**src/rtl/spi_slave_pkg.sv**
```systemverilog
// rtl/spi_slave_pkg.sv - shared state encoding and frame width for spi_slave
package spi_slave_pkg;

  localparam int SPI_BITS = 8;
  localparam int CNT_W    = $clog2(SPI_BITS);

  typedef enum logic [1:0] {
    IDLE  = 2'd0,
    SHIFT = 2'd1,
    DONE  = 2'd2
  } state_t;

endpackage

```
**src/rtl/spi_slave_sync.sv**
```systemverilog
// rtl/spi_slave_sync.sv - N-stage synchronizer with history flop and edge strobes
module spi_slave_sync
  import spi_slave_pkg::*;
#(
  parameter int   STAGES    = 2,
  parameter logic RESET_VAL = 1'b0
) (
  input  logic clk,
  input  logic rst,
  input  logic d,
  output logic level,
  output logic rise,
  output logic fall
);

  logic [STAGES-1:0] chain;
  logic              hist;

  always_ff @(posedge clk) begin
    if (rst) begin
      chain <= {STAGES{RESET_VAL}};
      hist  <= RESET_VAL;
    end else begin
      chain <= {chain[STAGES-2:0], d};
      hist  <= chain[STAGES-1];
    end
  end

  assign level = chain[STAGES-1];
  assign rise  = level & ~hist;
  assign fall  = ~level & hist;

endmodule

```
**src/rtl/spi_slave.sv**
```systemverilog
// rtl/spi_slave.sv - SPI mode-0 responder; SPI_SLAVE_OVERRUN_EN adds the sticky overrun flag
module spi_slave
  import spi_slave_pkg::*;
#(
  parameter int                  SYNC_STAGES = 2,
  parameter logic [SPI_BITS-1:0] IDLE_BYTE   = 8'h00
) (
  input  logic                clk,
  input  logic                rst,
  input  logic                sck,
  input  logic                cs_n,
  input  logic                mosi,
  output logic                miso,
  output logic                miso_oe,
  input  logic [SPI_BITS-1:0] tx_data,
  input  logic                tx_write,
  output logic                tx_ready,
  output logic [SPI_BITS-1:0] rx_data,
  output logic                rx_valid,
  input  logic                rx_read,
  output logic                busy,
  output logic                overrun
);

  logic sck_rise, sck_fall, unused_sck_level;
  logic cs_s, cs_rise, cs_fall;
  logic mosi_s, unused_mosi_rise, unused_mosi_fall;

  spi_slave_sync #(.STAGES(SYNC_STAGES), .RESET_VAL(1'b0)) u_sync_sck (
    .clk   (clk),
    .rst   (rst),
    .d     (sck),
    .level (unused_sck_level),
    .rise  (sck_rise),
    .fall  (sck_fall)
  );

  spi_slave_sync #(.STAGES(SYNC_STAGES), .RESET_VAL(1'b1)) u_sync_cs (
    .clk   (clk),
    .rst   (rst),
    .d     (cs_n),
    .level (cs_s),
    .rise  (cs_rise),
    .fall  (cs_fall)
  );

  spi_slave_sync #(.STAGES(SYNC_STAGES), .RESET_VAL(1'b0)) u_sync_mosi (
    .clk   (clk),
    .rst   (rst),
    .d     (mosi),
    .level (mosi_s),
    .rise  (unused_mosi_rise),
    .fall  (unused_mosi_fall)
  );

  state_t              state;
  logic [CNT_W-1:0]    bit_cnt;
  logic                reload;
  logic [SPI_BITS-1:0] rx_shift;
  logic [SPI_BITS-1:0] tx_shift;
  logic [SPI_BITS-1:0] tx_buf;
  logic [SPI_BITS-1:0] next_tx;
  logic                tx_copy;

  // The first sck fall after a completed byte loads the next TX byte instead of shifting.
  assign tx_copy = ((state == IDLE) && cs_fall) ||
                   ((state == SHIFT) && !cs_rise && sck_fall && reload);
  assign next_tx = tx_ready ? IDLE_BYTE : tx_buf;

  always_ff @(posedge clk) begin
    if (rst) begin
      state    <= IDLE;
      bit_cnt  <= '0;
      reload   <= 1'b0;
      rx_shift <= '0;
      tx_shift <= '0;
      rx_data  <= '0;
      rx_valid <= 1'b0;
      miso     <= 1'b0;
      miso_oe  <= 1'b0;
      busy     <= 1'b0;
    end else begin
      rx_valid <= 1'b0;
      miso_oe  <= ~cs_s;
      busy     <= ~cs_s;
      miso     <= ~cs_s & tx_shift[SPI_BITS-1];
      case (state)
        IDLE: begin
          if (cs_fall) begin
            tx_shift <= next_tx;
            bit_cnt  <= '0;
            reload   <= 1'b0;
            state    <= SHIFT;
          end
        end
        SHIFT: begin
          if (cs_rise) begin
            bit_cnt <= '0;
            reload  <= 1'b0;
            state   <= IDLE;
          end else begin
            if (sck_rise) begin
              rx_shift <= {rx_shift[SPI_BITS-2:0], mosi_s};
              bit_cnt  <= bit_cnt + 1'b1;
              if (bit_cnt == CNT_W'(SPI_BITS - 1)) state <= DONE;
            end
            if (sck_fall) begin
              if (reload) begin
                tx_shift <= next_tx;
                reload   <= 1'b0;
              end else begin
                tx_shift <= {tx_shift[SPI_BITS-2:0], 1'b0};
              end
            end
          end
        end
        DONE: begin
          rx_data  <= rx_shift;
          rx_valid <= 1'b1;
          reload   <= ~cs_rise;
          bit_cnt  <= '0;
          state    <= cs_rise ? IDLE : SHIFT;
        end
        default: state <= IDLE;
      endcase
    end
  end

  // A write coinciding with a copy refills the buffer the copy just drained.
  always_ff @(posedge clk) begin
    if (rst) begin
      tx_buf   <= '0;
      tx_ready <= 1'b1;
    end else if (tx_write && (tx_ready || tx_copy)) begin
      tx_buf   <= tx_data;
      tx_ready <= 1'b0;
    end else if (tx_copy) begin
      tx_ready <= 1'b1;
    end
  end

`ifdef SPI_SLAVE_OVERRUN_EN
  logic rx_full;
  logic done_now;

  assign done_now = (state == DONE);

  always_ff @(posedge clk) begin
    if (rst) begin
      rx_full <= 1'b0;
      overrun <= 1'b0;
    end else begin
      rx_full <= done_now | (rx_full & ~rx_read);
      overrun <= (done_now & rx_full & ~rx_read) | (overrun & ~rx_read);
    end
  end
`else
  logic unused_rx_read;

  assign unused_rx_read = rx_read;
  assign overrun        = 1'b0;
`endif

endmodule
```
**config.mk**
```make
export PLATFORM = sky130hd
export DESIGN_NAME = spi_slave
export DESIGN_NICKNAME = d
export VERILOG_FILES = /design/src/rtl/spi_slave_pkg.sv /design/src/rtl/spi_slave_sync.sv /design/src/rtl/spi_slave.sv
export SDC_FILE = /design/constraint.sdc
export NUM_CORES = 1
export LEC_CHECK = 0
export CAP_MARGIN = 5
export CORE_UTILIZATION = 45
export CTS_CLUSTER_SIZE = 12
export DETAILED_ROUTE_END_ITERATION = 10
export PLACE_DENSITY = 0.8
export SYNTH_ARGS = -nofsm -noshare
export SYNTH_HDL_FRONTEND = slang
export SYNTH_HIERARCHICAL = 1
export SYNTH_SLANG_ARGS = --single-unit
```
**constraint.sdc**
```tcl
create_clock -name clk -period 2.2 [get_ports clk]
set_input_delay 0.55 -clock clk [delete_from_list [all_inputs] [get_ports clk]]
set_output_delay 0.55 -clock clk [all_outputs]
set_load 0.01 [all_outputs]
```
==> reports/results.tsv, run 1 <==
stage	metric	value	unit
setup_path	worst-path fanout max	11	
die	Starting Density	47.9	%
place	Buffers on Ports	26	
clock_network	Longest Clk Path Bufs	2	
setup_path	Crit path arrival time	1.46	ns
yosys	warnings from Yosys	6	
sta	Final Critical Period	2.01	ns
pwr	Reg power frac	51.3	%
yosys	Post-Syn Instances	221	
setup_path	slowest CP cell	clkdlybuf4s50_1	
clock_network	CTS root buf	clkbuf_8	
detailed_routing	via count	1507	
detailed_routing	Initial DRT Pass Iterations	4	
clock_network	clk slew on worst S/H paths	0.09	ns
pwr	Sw Share	20.0	%
pwr	Pleak	0.878	nW
sta	Worst-Margin Slew	0.520	ns
place	Post-DP Area	0.00224	mm²
setup_path	WS Path Type	reg -> out	
detailed_routing	DR WL/cell	11.4	µm
global_routing	global-route wire length before repair	5.71	mm
setup_path	Setup crit end kind	primary output	
sta	Hold WS	0.411	ns
pwr	internal power	1.48	mW
die	total core area	0.00412	mm²
outcome	outcome	finished, final reports clean	
place	Cells after DPL	286	
cells_and_area	area grow syn2layout	21.0	%
global_routing	largest net degree at the start of global routing	23	
setup_path	Worst path depth	1	
setup_path	slowest stage delay, CP	0.61	ns
yosys	syn nets	238	
setup_path	R2R Setup Slk	0.47	ns
clock_network	clock buffer count from CTS	5	
die	die height	68.2	µm
sta	fin. max-slew vios	0	
die	I/O pins	29	
hold_path	Hold Crit Class	reg -> reg	
cells_and_area	# fillers	378	
hold_path	source of the worst hold timing path	u_sync_cs/chain[0]	
setup_path	CP bufs+invs	1	
pwr	Logic pwr share	6.5	%
place	gpl congestion	0.765	
setup_path	reg-to-reg startpoint	u_sync_cs/chain[1]	
global_routing	vias in the first global route	1246	
clock_network	Worst-Skew Late Latency	0.30	ns
clock_network	H-tree depth	2	
clock_network	cts repair resizes	0	
yosys	Avg Cell Area, Syn	8.92	µm²
sta	Hold Fails Final Rpt	0	
cells_and_area	final net count	260	
detailed_routing	Antenna Nets Post-Route	0	
clock_network	clk sinks	50	
clock_network	CTS tree	yes	
clock_network	Post-CTS Hold Buffers	0	
die	Die W	68.2	µm
cells_and_area	layout cells sized above 1	7.38	%
cells_and_area	diode count	0	
pwr	Clock power frac	42.1	%
pwr	pwr dens	774	mW/mm²
global_routing	Total GRT Usage	16.8	%
setup_path	Reg2Reg Capture Point	tx_shift[0]	
setup_path	Worst EP required	1.65	ns
yosys	Post-Synthesis Cell Area	0.00197	mm²
place	DPL Wire Length	2.22	mm
detailed_routing	vias per cell	5.13	
sta	slew margin rel.	65.3	%
setup_path	CP startpoint kind	flop	
detailed_routing	final WL	3.34	mm
detailed_routing	# DRC	0	
sta	setup violators final	0	
cells_and_area	fin cells	294	
detailed_routing	DRT iter0 DRCs	101	
global_routing	initial antenna violation count	0	
setup_path	crit-path leading delay family	buffers and inverters	
sta	RSZ-0062 raised after global routing	false	
cells_and_area	Post-Layout Inst Area	0.00239	mm²
sta	Clock Skews	0.00908	ns
sta	Tcrit/Tclk final	91.5	%
pwr	Sw Pwr	370	µW
pwr	maximum vdd ir drop	0.543	mV
die	Rows	23	
sta	setup_tns	0	ns
sta	Fmax	497	MHz
hold_path	Worst Hold Endpoint	u_sync_cs/chain[1]	
setup_path	sequence of cells on the critical path	clkdlybuf4s50_1	
clock_network	Post-CTS Setup Bufs	0	
global_routing	GRT overflow	0	
die	die area	0.00465	mm²
setup_path	r2r worst-path depth	5	
hold_path	hold path cells	1	
run	maxcap violations	0	
per-layer routing:
layer	routed length, µm	vias up	GRT usage, %	part of all wire, %
met3	101	7	5.00	3.0
met4	72	0	8.59	2.2
met1	1710	688	22.2	51
li1	-	786	-	-
met5	0	-	0	0
met2	1460	26	24.6	44
layout by cell type (no fill, tap or decap), types with 6 or more instances in the layout:
| cell type | count |
|---|---|
| clkbuf_8 | 6 |
| a21oi_1 | 18 |
| dfxtp_1 | 50 |
| nand2_1 | 51 |
| nor2b_1 | 10 |
| a211oi_1 | 7 |
| nor3_1 | 8 |
| clkdlybuf4s50_1 | 26 |
| nor2_1 | 13 |
| mux2i_1 | 9 |
| nor3b_1 | 7 |
how the worst max path moves through the flow:
stage                             startpoint  slack (ns)           to
final                               tx_ready        0.19     tx_ready
after global routing                tx_ready        0.08     tx_ready
after CTS                           tx_ready        0.17     tx_ready
after detailed placement                 rst        0.31    tx_buf[4]
after global placement                   rst        0.33    tx_buf[3]
after floorplan           u_sync_cs/chain[1]        0.63  tx_shift[1]
final cells by class:
class	count	area, µm²	area share [%]
clock buffers	6	82.6	3.46
repair buffers	29	283	11.9
flip-flops and latches	50	1000	42.0
clock inverters	2	60.1	2.52
well taps	50	62.6	2.62
multi-input cells	156	893	37.4
inverters	1	3.75	0.157
registers in the layout (all words and copies together), names as in the netlist:
register,flops
rx_shift,8
u_sync_sck/hist,1
reload,1
u_sync_sck/chain,2
tx_shift,8
u_sync_cs/hist,1
busy,1
bit_cnt,3
rx_valid,1
rx_data,8
miso,1
tx_buf,8
u_sync_mosi/chain,2
tx_ready,1
state,2
u_sync_cs/chain,2
power groups by stage:
stage | registers, mW | clock network, mW | logic (mW)
floorplan | 0.962 | 0 | 0.0813
global placement | 0.968 | 0 | 0.118
detailed placement | 0.969 | 0 | 0.120
CTS | 0.948 | 0.805 | 0.121
global route | 0.952 | 0.836 | 0.134
finish | 0.948 | 0.778 | 0.121
metrics by stage:
stage | power, mW | utilization [%] | setup slack [ns]
2_1_floorplan | 1.04 | - | 0.626
3_3_place_gp | 1.09 | 54.5 | 0.332
3_5_place_dp | 1.09 | 54.5 | 0.313
4_1_cts | 1.87 | 58.0 | 0.171
5_1_grt | 1.92 | 58.0 | 0.0846
6_report | 1.85 | 58.0 | 0.187
Power figures use the tool's default switching activity.
==> inputs of run 2 (changes only) <==
Settings changed: CORE_ASPECT_RATIO set to 1.75, CORE_UTILIZATION 45 to 53, PLACE_DENSITY 0.8 to 0.75.
==> run 2 against run 1 <==
Compared with the run above: via count decreased by 0.80%; cell area decreased by 1.3%; hold slack improved by 0.0014 ns; first-iteration DRC count decreased by 85%; cell count decreased by 1.0%; clock skew increased by 0.00068 ns; fmax decreased by 1.2%; critical path type unchanged; largest power group unchanged; highest routed layer unchanged.
==> reports/results.tsv, run 2 (synthesized netlist as in run 1, its figures left out) <==
stage	metric	value	unit
outcome	outcome	finished, final reports clean	
sta	Worst-Margin Slew	0.560	ns
clock_network	Longest Clk Path Bufs	2	
setup_path	slowest CP cell	clkdlybuf4s50_1	
setup_path	Setup crit end kind	primary output	
setup_path	Worst EP required	1.65	ns
die	I/O pins	29	
global_routing	largest net degree at the start of global routing	25	
sta	Hold WS	0.412	ns
clock_network	Post-CTS Setup Bufs	0	
sta	slew margin rel.	62.6	%
setup_path	worst-path fanout max	11	
clock_network	Post-CTS Hold Buffers	0	
detailed_routing	final WL	3.40	mm
setup_path	CP startpoint kind	flop	
die	Die W	48.1	µm
cells_and_area	area grow syn2layout	19.5	%
detailed_routing	via count	1495	
detailed_routing	Initial DRT Pass Iterations	4	
sta	Tcrit/Tclk final	92.6	%
detailed_routing	DR WL/cell	11.7	µm
pwr	pwr dens	722	mW/mm²
hold_path	Hold Crit Class	reg -> reg	
pwr	maximum vdd ir drop	0.756	mV
detailed_routing	Antenna Nets Post-Route	0	
sta	Final Critical Period	2.04	ns
global_routing	GRT overflow	0	
clock_network	CTS tree	yes	
sta	RSZ-0062 raised after global routing	false	
cells_and_area	most common cell after layout, fill and taps aside	nand2_1	
die	die area	0.00398	mm²
cells_and_area	commonest cells after routing, fill and taps aside	nand2_1, dfxtp_1, clkdlybuf4s50_1	
place	Buffers on Ports	26	
place	DPL Wire Length	2.41	mm
cells_and_area	final core occ	65.6	%
setup_path	slowest stage delay, CP	0.61	ns
die	die height	82.7	µm
sta	fin. max-slew vios	0	
die	Starting Density	54.9	%
setup_path	crit-path leading delay family	buffers and inverters	
sta	Clock Skews	0.00976	ns
global_routing	global-route wire length before repair	5.66	mm
clock_network	CTS root buf	clkbuf_8	
setup_path	reg-to-reg startpoint	u_sync_sck/hist	
place	gpl congestion	0.752	
sta	Hold Fails Final Rpt	0	
detailed_routing	DRT iter0 DRCs	15	
sta	setup_tns	0	ns
cells_and_area	fin cells	291	
setup_path	crit path launch	tx_ready	
clock_network	clock buffer count from CTS	5	
global_routing	vias in the first global route	1319	
cells_and_area	layout cells sized above 1	7.35	%
pwr	Pleak	0.863	nW
run	maxcap violations	0	
setup_path	sequence of cells on the critical path	clkdlybuf4s50_1	
cells_and_area	diode count	0	
cells_and_area	final net count	261	
detailed_routing	vias per cell	5.14	
clock_network	clk sinks	50	
hold_path	source of the worst hold timing path	u_sync_cs/chain[0]	
setup_path	Crit path arrival time	1.49	ns
clock_network	cts repair resizes	0	
die	total core area	0.00359	mm²
clock_network	Worst-Skew Late Latency	0.30	ns
detailed_routing	# DRC	0	
global_routing	initial antenna violation count	0	
sta	Fmax	491	MHz
clock_network	clk slew on worst S/H paths	0.09	ns
die	Rows	29	
setup_path	CP bufs+invs	1	
setup_path	WS Path Type	reg -> out	
clock_network	H-tree depth	2	
place	Cells after DPL	283	
sta	setup violators final	0	
global_routing	Total GRT Usage	20.3	%
run 2: per-stage QoR:
stage               setup slack [ns]  total power [mW]  area (µm²)
CTS                            0.160              1.72        2360
global placement               0.494              1.09        2250
finish                         0.162              1.70        2360
global route                  0.0859              1.76        2360
detailed placement             0.449              1.09        2250
floorplan                      0.626              1.04        1970
run 2: path summary, 6_finish.rpt:
kind / to / slack, ns / depth (start not counted)
min reg2reg: u_sync_cs/chain[1] / 0.41 / 1
max: tx_ready / 0.16 / 1
max reg2reg: tx_shift[0] / 0.48 / 5
min: u_sync_cs/chain[1] / 0.41 / 1
run 2: area by class of cell:
type,count,area (µm²)
fillers,312,1240
well taps,46,57.6
flip-flops and latches,50,1000
repair buffers,30,290
inverters,1,3.75
multi-input cells,156,893
clock buffers,6,72.6
clock inverters,2,37.5
run 2: power by group:
part,switching (mW),internal [mW]
registers,0.0177,0.930
logic,0.0596,0.0632
clock network,0.291,0.339
run 2: routing by layer:
layer  track usage (%)  part of all wire [%]  vias up
li1                  -                     -      787
met1              22.0                    43      682
met2              35.1                    52       20
met3              3.91                   2.1        6
met4              10.8                   2.9        0
met5                 0                     0        -
run 2: worst register-to-register path, delay by kind of cell, from the launching register on:
| kind | cells | cell delay, ns |
|---|---|---|
| compound gates | 1 | 0.15 |
| simple gates | 4 | 1.18 |
| flops | 1 | 0.33 |
==> inputs of run 3 (changes only) <==
Settings changed: CORE_UTILIZATION 53 to 37, PLACE_DENSITY 0.75 to 0.55.
Clock period 2.2 ns to 2.1 ns, I/O delays scaled along.
==> run 3 against run 2 <==
Compared with the run above: the run now ends with DRC left; global-route usage is 6.6 points lower; worst setup slack better by 0.22 ns; register-to-register slack got worse by 0.07 ns; utilization is 18 points lower; sequential power is 4.3% higher; routed wire length grew 6.1%; cell count increased by 3.4%; die area increased by 42%; clock-buffer cell count grew 1; critical path type unchanged; critical endpoint unchanged; largest cell class unchanged.
==> reports/results.tsv, run 3 (synthesized netlist as in run 1, its figures left out) <==
stage	metric	value	unit
outcome	outcome	complete, but fails checks	
cells_and_area	# fillers	522	
clock_network	Post-CTS Hold Buffers	0	
clock_network	Post-CTS Setup Bufs	0	
global_routing	Total GRT Usage	13.7	%
clock_network	cts repair resizes	0	
sta	Clock Skews	0.00787	ns
sta	Final Critical Period	1.72	ns
die	Starting Density	39.0	%
setup_path	slowest CP cell	clkdlybuf4s50_1	
global_routing	GRT overflow	0	
setup_path	crit-path leading delay family	buffers and inverters	
global_routing	largest net degree at the start of global routing	26	
setup_path	worst-path fanout max	2	
clock_network	clock buffer count from CTS	5	
die	Die W	57.2	µm
clock_network	CTS root buf	clkbuf_8	
setup_path	WS Path Type	reg -> out	
detailed_routing	via count	1507	
detailed_routing	DR WL/cell	12.0	µm
cells_and_area	diode count	0	
sta	Fmax	583	MHz
sta	RSZ-0062 raised after global routing	false	
clock_network	clk slew on worst S/H paths	0.09	ns
place	Buffers on Ports	26	
setup_path	Worst EP required	1.57	ns
place	DPL Wire Length	2.57	mm
detailed_routing	Initial DRT Pass Iterations	9	
cells_and_area	area grow syn2layout	21.2	%
place	gpl congestion	0.739	
global_routing	vias in the first global route	1383	
cells_and_area	commonest cells after routing, fill and taps aside	nand2_1, dfxtp_1, clkdlybuf4s50_1	
setup_path	sequence of cells on the critical path	clkdlybuf4s50_1	
die	die height	98.6	µm
global_routing	initial antenna violation count	0	
sta	setup_tns	0	ns
detailed_routing	final WL	3.60	mm
cells_and_area	final core occ	47.2	%
pwr	Pleak	0.878	nW
cells_and_area	layout cells sized above 1	7.69	%
clock_network	clk sinks	50	
clock_network	CTS tree	yes	
sta	slew margin rel.	64.2	%
clock_network	Worst-Skew Late Latency	0.30	ns
place	Cells after DPL	293	
global_routing	global-route wire length before repair	6.11	mm
pwr	pwr dens	747	mW/mm²
sta	Tcrit/Tclk final	81.7	%
die	total core area	0.00506	mm²
detailed_routing	vias per cell	5.01	
setup_path	Crit path arrival time	1.19	ns
sta	fin. max-slew vios	0	
sta	worst setup margin	0.385	ns
sta	Hold Fails Final Rpt	0	
hold_path	Hold Crit Class	reg -> reg	
detailed_routing	# DRC	4	
setup_path	CP startpoint kind	flop	
setup_path	slowest stage delay, CP	0.54	ns
setup_path	Setup crit end kind	primary output	
clock_network	H-tree depth	2	
clock_network	Longest Clk Path Bufs	2	
place	Post-Place Worst Slack	0.372	ns
die	die area	0.00564	mm²
cells_and_area	most common cell after layout, fill and taps aside	nand2_1	
detailed_routing	Antenna Nets Post-Route	0	
pwr	maximum vdd ir drop	0.329	mV
cells_and_area	final net count	263	
die	I/O pins	29	
setup_path	CP bufs+invs	1	
cells_and_area	fin cells	301	
die	Rows	34	
detailed_routing	DRT iter0 DRCs	31	
pwr	overall power	1.79	mW
sta	Worst-Margin Slew	0.537	ns
run	maxcap violations	0	
sta	setup violators final	0	
outcome	failing checks	DRC	
[run 3: cell types whose count changed in the layout (fill, tap and decap cells not counted)]
cell and change:
buf_12 +1, buf_4 +1, clkbuf_1 +1, clkinvlp_4 -1
[run 3: final timing paths]
check / startpoint / endpoint / slack, ns / cells past startpoint
setup / recovery: tx_ready / tx_ready / 0.38 / 1
hold / removal: u_sync_cs/chain[0] / u_sync_cs/chain[1] / 0.41 / 1
hold reg to reg: u_sync_cs/chain[0] / u_sync_cs/chain[1] / 0.41 / 1
setup reg to reg: u_sync_cs/chain[1] / tx_shift[3] / 0.41 / 5
[run 3: cell type report]
cell class                      count  area (µm²)  area share, %
Timing Repair Buffer               32         318           13.3
Clock inverter                      1        30.0           1.26
Multi-Input combinational cell    156         893           37.4
Sequential cell                    50        1000           41.9
Inverter                            1        3.75          0.157
Tap cell                           54        67.6           2.83
Clock buffer                        7        76.3           3.19
[run 3: stage by stage]
stage | hold slack [ns] | cell area, µm²
finish | 0.410 | 2390
global route | 0.431 | 2390
CTS | 0.416 | 2390
detailed placement | 0.393 | 2280
global placement | 0.397 | 2280
floorplan | 0.383 | 1970
[run 3: per-layer routing]
layer	global-route usage [%]	up-vias	wire length [µm]	share of wire, %
met1	14.7	693	1570	44
li1	-	788	-	-
met3	2.76	5	86	2.4
met2	25.1	21	1870	52
met4	6.19	0	73	2.0
met5	0	-	0	0
[run 3: power by group]
group	leakage (nW)	internal, mW	switching, mW
clock network	0.0524	0.357	0.302
logic	0.419	0.0710	0.0671
registers	0.407	0.975	0.0145
